**src/rtl/hub75_scan_scheduler.sv**
```systemverilog
// HUB75 panel scheduler: walks rows and bit-planes (binary code modulation), prefetches pixel bits,
// shifts them into the panel, latches, and holds OE_N low for a plane-weighted on-time.
module hub75_scan_scheduler #(
  parameter int unsigned COLS     = 64,
  parameter int unsigned ROW_BITS = 5,
  parameter int unsigned PLANES   = 8,
  parameter int unsigned BASE_ON  = 4,
  localparam int unsigned ColW    = (COLS > 1) ? $clog2(COLS) : 1,
  localparam int unsigned PlaneW  = (PLANES > 1) ? $clog2(PLANES) : 1
) (
  input  logic                clk_in,
  input  logic                reset,
  input  logic                enable,
  output logic                rd_en,
  output logic [ROW_BITS-1:0] rd_row,
  output logic [ColW-1:0]     rd_col,
  output logic [PlaneW-1:0]   rd_plane,
  input  logic [5:0]          rd_data,
  output logic                R1_data,
  output logic                G1_data,
  output logic                B1_data,
  output logic                R2_data,
  output logic                G2_data,
  output logic                B2_data,
  output logic                clk_out,
  output logic                LAT,
  output logic                OE_N,
  output logic [ROW_BITS-1:0] row_addr,
  output logic                frame_done
);

  localparam int unsigned MaxOn = BASE_ON << (PLANES - 1);
  localparam int unsigned OnW   = $clog2(MaxOn + 1);

  localparam logic [ColW-1:0]     ColLast   = ColW'(COLS - 1);
  localparam logic [PlaneW-1:0]   PlaneLast = PlaneW'(PLANES - 1);
  localparam logic [ROW_BITS-1:0] RowLast   = {ROW_BITS{1'b1}};

  typedef enum logic [2:0] {
    StIdle,
    StPrefetch,
    StShift,
    StBlank,
    StLatch,
    StDisplay
  } state_e;

  state_e              state_q;
  logic [ROW_BITS-1:0] row_q;
  logic [PlaneW-1:0]   plane_q;
  logic [ColW-1:0]     col_q;
  logic                ph_q;
  logic [OnW-1:0]      on_cnt_q;
  logic                rd_en_q;
  logic [ColW-1:0]     rd_col_q;
  logic [5:0]          rgb_q;
  logic                clk_out_q;
  logic                lat_q;
  logic                oe_n_q;
  logic [ROW_BITS-1:0] row_addr_q;
  logic                frame_done_q;

  // Every output is a flop. Reads are issued one cycle ahead so rd_data lands in SHIFT ph=0;
  // the shift clock rises at the end of ph=1, giving the colour bits a full cycle either side.
  always_ff @(posedge clk_in) begin
    if (reset) begin
      state_q      <= StIdle;
      row_q        <= '0;
      plane_q      <= '0;
      col_q        <= '0;
      ph_q         <= 1'b0;
      on_cnt_q     <= '0;
      rd_en_q      <= 1'b0;
      rd_col_q     <= '0;
      rgb_q        <= '0;
      clk_out_q    <= 1'b0;
      lat_q        <= 1'b0;
      oe_n_q       <= 1'b1;
      row_addr_q   <= '0;
      frame_done_q <= 1'b0;
    end else begin
      rd_en_q      <= 1'b0;
      clk_out_q    <= 1'b0;
      lat_q        <= 1'b0;
      frame_done_q <= 1'b0;

      unique case (state_q)
        StIdle: begin
          if (enable) begin
            state_q  <= StPrefetch;
            row_q    <= '0;
            plane_q  <= '0;
            rd_en_q  <= 1'b1;
            rd_col_q <= '0;
          end
        end

        StPrefetch: begin
          state_q <= StShift;
          col_q   <= '0;
          ph_q    <= 1'b0;
        end

        StShift: begin
          if (!ph_q) begin
            rgb_q <= rd_data;
            ph_q  <= 1'b1;
            if (col_q != ColLast) begin
              rd_en_q  <= 1'b1;
              rd_col_q <= col_q + ColW'(1);
            end
          end else begin
            ph_q      <= 1'b0;
            clk_out_q <= 1'b1;
            if (col_q != ColLast) begin
              col_q <= col_q + ColW'(1);
            end else begin
              state_q    <= StBlank;
              row_addr_q <= row_q;
            end
          end
        end

        StBlank: begin
          state_q <= StLatch;
          lat_q   <= 1'b1;
        end

        StLatch: begin
          state_q  <= StDisplay;
          oe_n_q   <= 1'b0;
          on_cnt_q <= OnW'(BASE_ON << plane_q);
        end

        StDisplay: begin
          if (on_cnt_q > OnW'(1)) begin
            on_cnt_q <= on_cnt_q - OnW'(1);
          end else begin
            on_cnt_q <= '0;
            oe_n_q   <= 1'b1;
            if (plane_q != PlaneLast) begin
              plane_q  <= plane_q + PlaneW'(1);
              state_q  <= StPrefetch;
              rd_en_q  <= 1'b1;
              rd_col_q <= '0;
            end else begin
              plane_q <= '0;
              row_q   <= row_q + ROW_BITS'(1);
              if ((row_q == RowLast) && !enable) begin
                state_q <= StIdle;
              end else begin
                state_q  <= StPrefetch;
                rd_en_q  <= 1'b1;
                rd_col_q <= '0;
              end
              if (row_q == RowLast) begin
                frame_done_q <= 1'b1;
              end
            end
          end
        end

        default: state_q <= StIdle;
      endcase
    end
  end

  assign rd_en      = rd_en_q;
  assign rd_row     = row_q;
  assign rd_col     = rd_col_q;
  assign rd_plane   = plane_q;
  assign R1_data    = rgb_q[5];
  assign G1_data    = rgb_q[4];
  assign B1_data    = rgb_q[3];
  assign R2_data    = rgb_q[2];
  assign G2_data    = rgb_q[1];
  assign B2_data    = rgb_q[0];
  assign clk_out    = clk_out_q;
  assign LAT        = lat_q;
  assign OE_N       = oe_n_q;
  assign row_addr   = row_addr_q;
  assign frame_done = frame_done_q;

endmodule

```
**config.mk**
```make
export PLATFORM = sky130hd
export DESIGN_NAME = hub75_scan_scheduler
export DESIGN_NICKNAME = d
export VERILOG_FILES = /design/src/rtl/hub75_scan_scheduler.sv
export SDC_FILE = /design/constraint.sdc
export NUM_CORES = 1
export LEC_CHECK = 0
export CORE_MARGIN = 2
export CORE_UTILIZATION = 54
export DETAILED_ROUTE_END_ITERATION = 6
export PLACE_DENSITY = 0.86
export SLEW_MARGIN = 20
export SYNTH_ARGS = -nofsm -noshare
export SYNTH_HDL_FRONTEND = slang
export SYNTH_SLANG_ARGS = --single-unit
```
**constraint.sdc**
```tcl
create_clock -name clk_in -period 2.5 [get_ports clk_in]
set_input_delay 0.5 -clock clk_in [delete_from_list [all_inputs] [get_ports clk_in]]
set_output_delay 0.5 -clock clk_in [all_outputs]
set_load 0.02 [all_outputs]
```
==> summary.txt <==
Die
  – Core region area: 0.00469 mm²
  – Die Ht: 73.5 µm
  – Initial core utilization: 55.7%
  – Die width: 73.5 µm
  – Die area: 0.00541 mm²
  – IO Pins: 39
  – Cell Rows: 25

CTS
  – Clock latency of the later-clocked register in the worst-skew pair: 0.31 ns
  – Inserted Clock Buffers: 5
  – Number of levels in the clock H-tree: 2
  – TritonCTS clock tree: yes
  – Post-CTS repair timing setup buffer count: 0
  – # hold bufs at CTS: 0
  – Root buf cell: sky130_fd_sc_hd__clkbuf_8
  – Number of resized instances in the post-cts repair step: 0
  – Count of clock tree sinks: 50
  – Clock transition at the register clock pins on the worst setup and hold paths after CTS: 0.09 ns
  – Buffer levels on the longest clock path: 2

GRT
  – Maximum number of pins on one net before global-route repair: 41
  – Met1 usage: 34.2%
  – Overflow left after global routing: 0
  – Global-route wire length before repair: 10000 µm
  – Via count of the first global-routing pass: 2049
  – Global Route Usage Sum: 23.6%
  – Fraction of met3 tracks used by global routing: 4.80%
  – Met2 routing resource usage after global routing: 35.1%
  – Antenna violations before repair: 0
  – Busiest layer in global routing: met2

Synthesis
  – Sequential element share of the synthesized area: 38.3%
  – Synth cell count leaders: 50 x sky130_fd_sc_hd__dfxtp_1, 27 x sky130_fd_sc_hd__nand2_1, 23 x sky130_fd_sc_hd__clkbuf_1, 23 x sky130_fd_sc_hd__nor2_1, 16 x sky130_fd_sc_hd__mux2i_1
  – Number of distinct standard cells referenced by the synthesized netlist: 52
  – Async set-or-reset flop fraction in the synthesized netlist: 0%
  – Synthesized Nets: 329
  – Number of enable-type register cells in the synthesized netlist: 0
  – Most instantiated flip-flop cell in the synthesis netlist: sky130_fd_sc_hd__dfxtp_1
  – Area share of the largest cell type after synthesis: 38.3%
  – Most area-consuming cells after synthesis: sky130_fd_sc_hd__dfxtp_1 38%, sky130_fd_sc_hd__mux2i_1 6.1%, sky130_fd_sc_hd__ha_1 5.3%
  – Post-synthesis cell type with the largest combined area: sky130_fd_sc_hd__dfxtp_1
  – Flop and latch count out of synthesis: 50
  – Avg Synthesized Cell Area: 8.45 µm²
  – Area of the mapped netlist: 0.00261 mm²
  – Yosys warns: 0
  – Top-count cell post-synth: sky130_fd_sc_hd__dfxtp_1
  – Number of instances in the synthesized netlist: 309

Worst setup path
  – Capturing element type of the critical path: flop
  – Class of the most critical setup path: flop to flop
  – CP peak stage delay: 0.61 ns
  – Cell-by-cell listing of the critical path: or4_4 > or4_1 > o211ai_2 > o32ai_1
  – Cell with the largest stage delay on the worst path: sky130_fd_sc_hd__or4_1
  – WP data required: 2.68 ns
  – Critical-path maximum fanout: 9
  – Critical Path Start Type: flop
  – Data arrival at the endpoint of the critical path: 2.52 ns

Route
  – TritonRoute pass-1 iters: 6
  – Number of vias in the routed layout: 2403
  – Number of vias per cell after detailed routing: 6.11
  – DRC violation count after routing: 0
  – Final wirelength: 6150 µm
  – Iter 0 DRT Violations: 256
  – Average wire per cell in the routed design: 15.7 µm
  – Final antenna-violating net count: 0

Placed design
  – Weighted congestion reported at the end of routability-driven placement: 0.896
  – Final HPWL DP: 4220 µm
  – Buffers added on ports: 38

Timing
  – Final TNS setup: 0 ns
  – Pins over their slew limit: 0
  – Slew @ Worst Pin: 0.746 ns
  – Final number of setup-violating endpoints: 0
  – Relative max-transition margin: 50.2%
  – Part of the cycle the worst path needs: 93.7%
  – Post-layout min period: 2.34 ns
  – Timing-limited maximum frequency: 0.427 GHz
  – Number of hold violations in the final report: 0
  – Tightest hold margin: 0.463 ns
  – RSZ-0062 raised after global routing: false
  – Worst Clk Skew: 0.00544 ns

Flow run
  – Number of max-cap violations: 0

Cells and area
  – Area grow syn2layout: 20.0%
  – Nets: 358
  – Count of antenna diodes in the layout: 0
  – Share of post-route cells with drive strength above 1: 7.08%

Power
  – Worst ir drop on vdd: 0.000348 V
  – Areal power density over the cells: 514 mW/mm²
  – Pleak: 1.20 nW

Hold path
  – Worst min-delay path class: flop to flop

Outcome
  – Result of the run: complete, no violations
[path summary, 6_finish.rpt]
kind,endpoint,cells past startpoint,startpoint,slack [ns]
max,rd_col[0],4,on_cnt_q[5],0.16
min,rd_col[4],2,rd_col[4],0.46
max reg2reg,rd_col[0],4,on_cnt_q[5],0.16
min reg2reg,rd_col[4],2,rd_col[4],0.46
[metrics by stage]
stage | area (µm²) | std cells | worst slack [ns] | total power [mW] | util [%]
after floorplan | 2610 | 309 | 0.291 | 1.03 | -
after global placement | 3030 | 385 | 0.279 | 1.12 | 64.7
after detailed placement | 3030 | 385 | 0.201 | 1.12 | 64.7
after CTS | 3130 | 393 | 0.207 | 1.62 | 66.8
after global routing | 3130 | 393 | 0.0601 | 1.68 | 66.8
final | 3130 | 393 | 0.158 | 1.61 | 66.8
[sequential cells by signal, summed over array words and instances, names as in the netlist]
signal / cells
on_cnt_q: 10
col_q: 6
rd_col: 6
rgb_q: 6
rd_row: 5
row_addr: 5
rd_plane: 3
state_q: 3
LAT: 1
OE_N: 1
clk_out: 1
frame_done: 1
ph_q: 1
rd_en: 1
[critical path: cells and delay by family (launching register included)]
family	cells	cell delay, ns
flops	1	0.39
compound gates	2	0.64
simple gates	2	1.18
[power by group]
group          total (mW)  leakage (nW)  switching [mW]  internal [mW]
Clock               0.504        0.0478           0.276          0.228
Combinational       0.272         0.750           0.159          0.113
Sequential          0.834         0.404          0.0158          0.818
[routing by layer]
layer	vias to the layer above	share of wire, %
met2	79	46
li1	1184	-
met4	0	0.99
met3	6	5.4
met1	1134	48
met5	-	0
[final cells by class]
type	count	area (µm²)
Clock inverter	2	16.3
Tap cell	54	67.6
Sequential cell	50	1000
Timing Repair Buffer	48	455
Multi-Input combinational cell	221	1470
Clock buffer	6	82.6
Inverter	12	45.0
Fill cell	398	1560
[cells in the final DEF (no fill, tap or decap), types with 4 or more instances in the layout]
cell                              count
sky130_fd_sc_hd__nor2_1              23
sky130_fd_sc_hd__clkdlybuf4s50_1     38
sky130_fd_sc_hd__clkbuf_8             6
sky130_fd_sc_hd__o211ai_1             4
sky130_fd_sc_hd__dfxtp_1             50
sky130_fd_sc_hd__a31oi_1              9
sky130_fd_sc_hd__buf_4               10
sky130_fd_sc_hd__nand2b_1             4
sky130_fd_sc_hd__o32ai_1              6
sky130_fd_sc_hd__nand4_1              6
sky130_fd_sc_hd__nand2_1             27
sky130_fd_sc_hd__inv_1               12
sky130_fd_sc_hd__nand3_1             12
sky130_fd_sc_hd__a21oi_1             15
sky130_fd_sc_hd__nor3b_1              4
sky130_fd_sc_hd__and3_1               5
sky130_fd_sc_hd__o21ai_0              9
sky130_fd_sc_hd__nor3_1               8
sky130_fd_sc_hd__nor4_1               6
sky130_fd_sc_hd__ha_1                11
sky130_fd_sc_hd__nor2b_1              4
sky130_fd_sc_hd__or4_1                6
sky130_fd_sc_hd__and2_1               4
sky130_fd_sc_hd__nand3b_1             4
sky130_fd_sc_hd__mux2i_1             16
[cells by family (layout without fill, tap and decap cells)]
| kind of cell | Yosys count | after routing | share of synthesized area [%] |
|---|---|---|---|
| AOI/OAI and AO/OA | 68 | 68 | 18.0 |
| xor gates and xnor gates | 2 | 2 | 0.671 |
| adders and majority gates | 11 | 11 | 5.27 |
| buffers and inverters | 38 | 68 | 5.80 |
| DFF | 50 | 50 | 38.3 |
| muxes | 17 | 17 | 6.56 |
| and+or+nand+nor | 123 | 123 | 25.3 |
(Power assumes the default switching activity.)
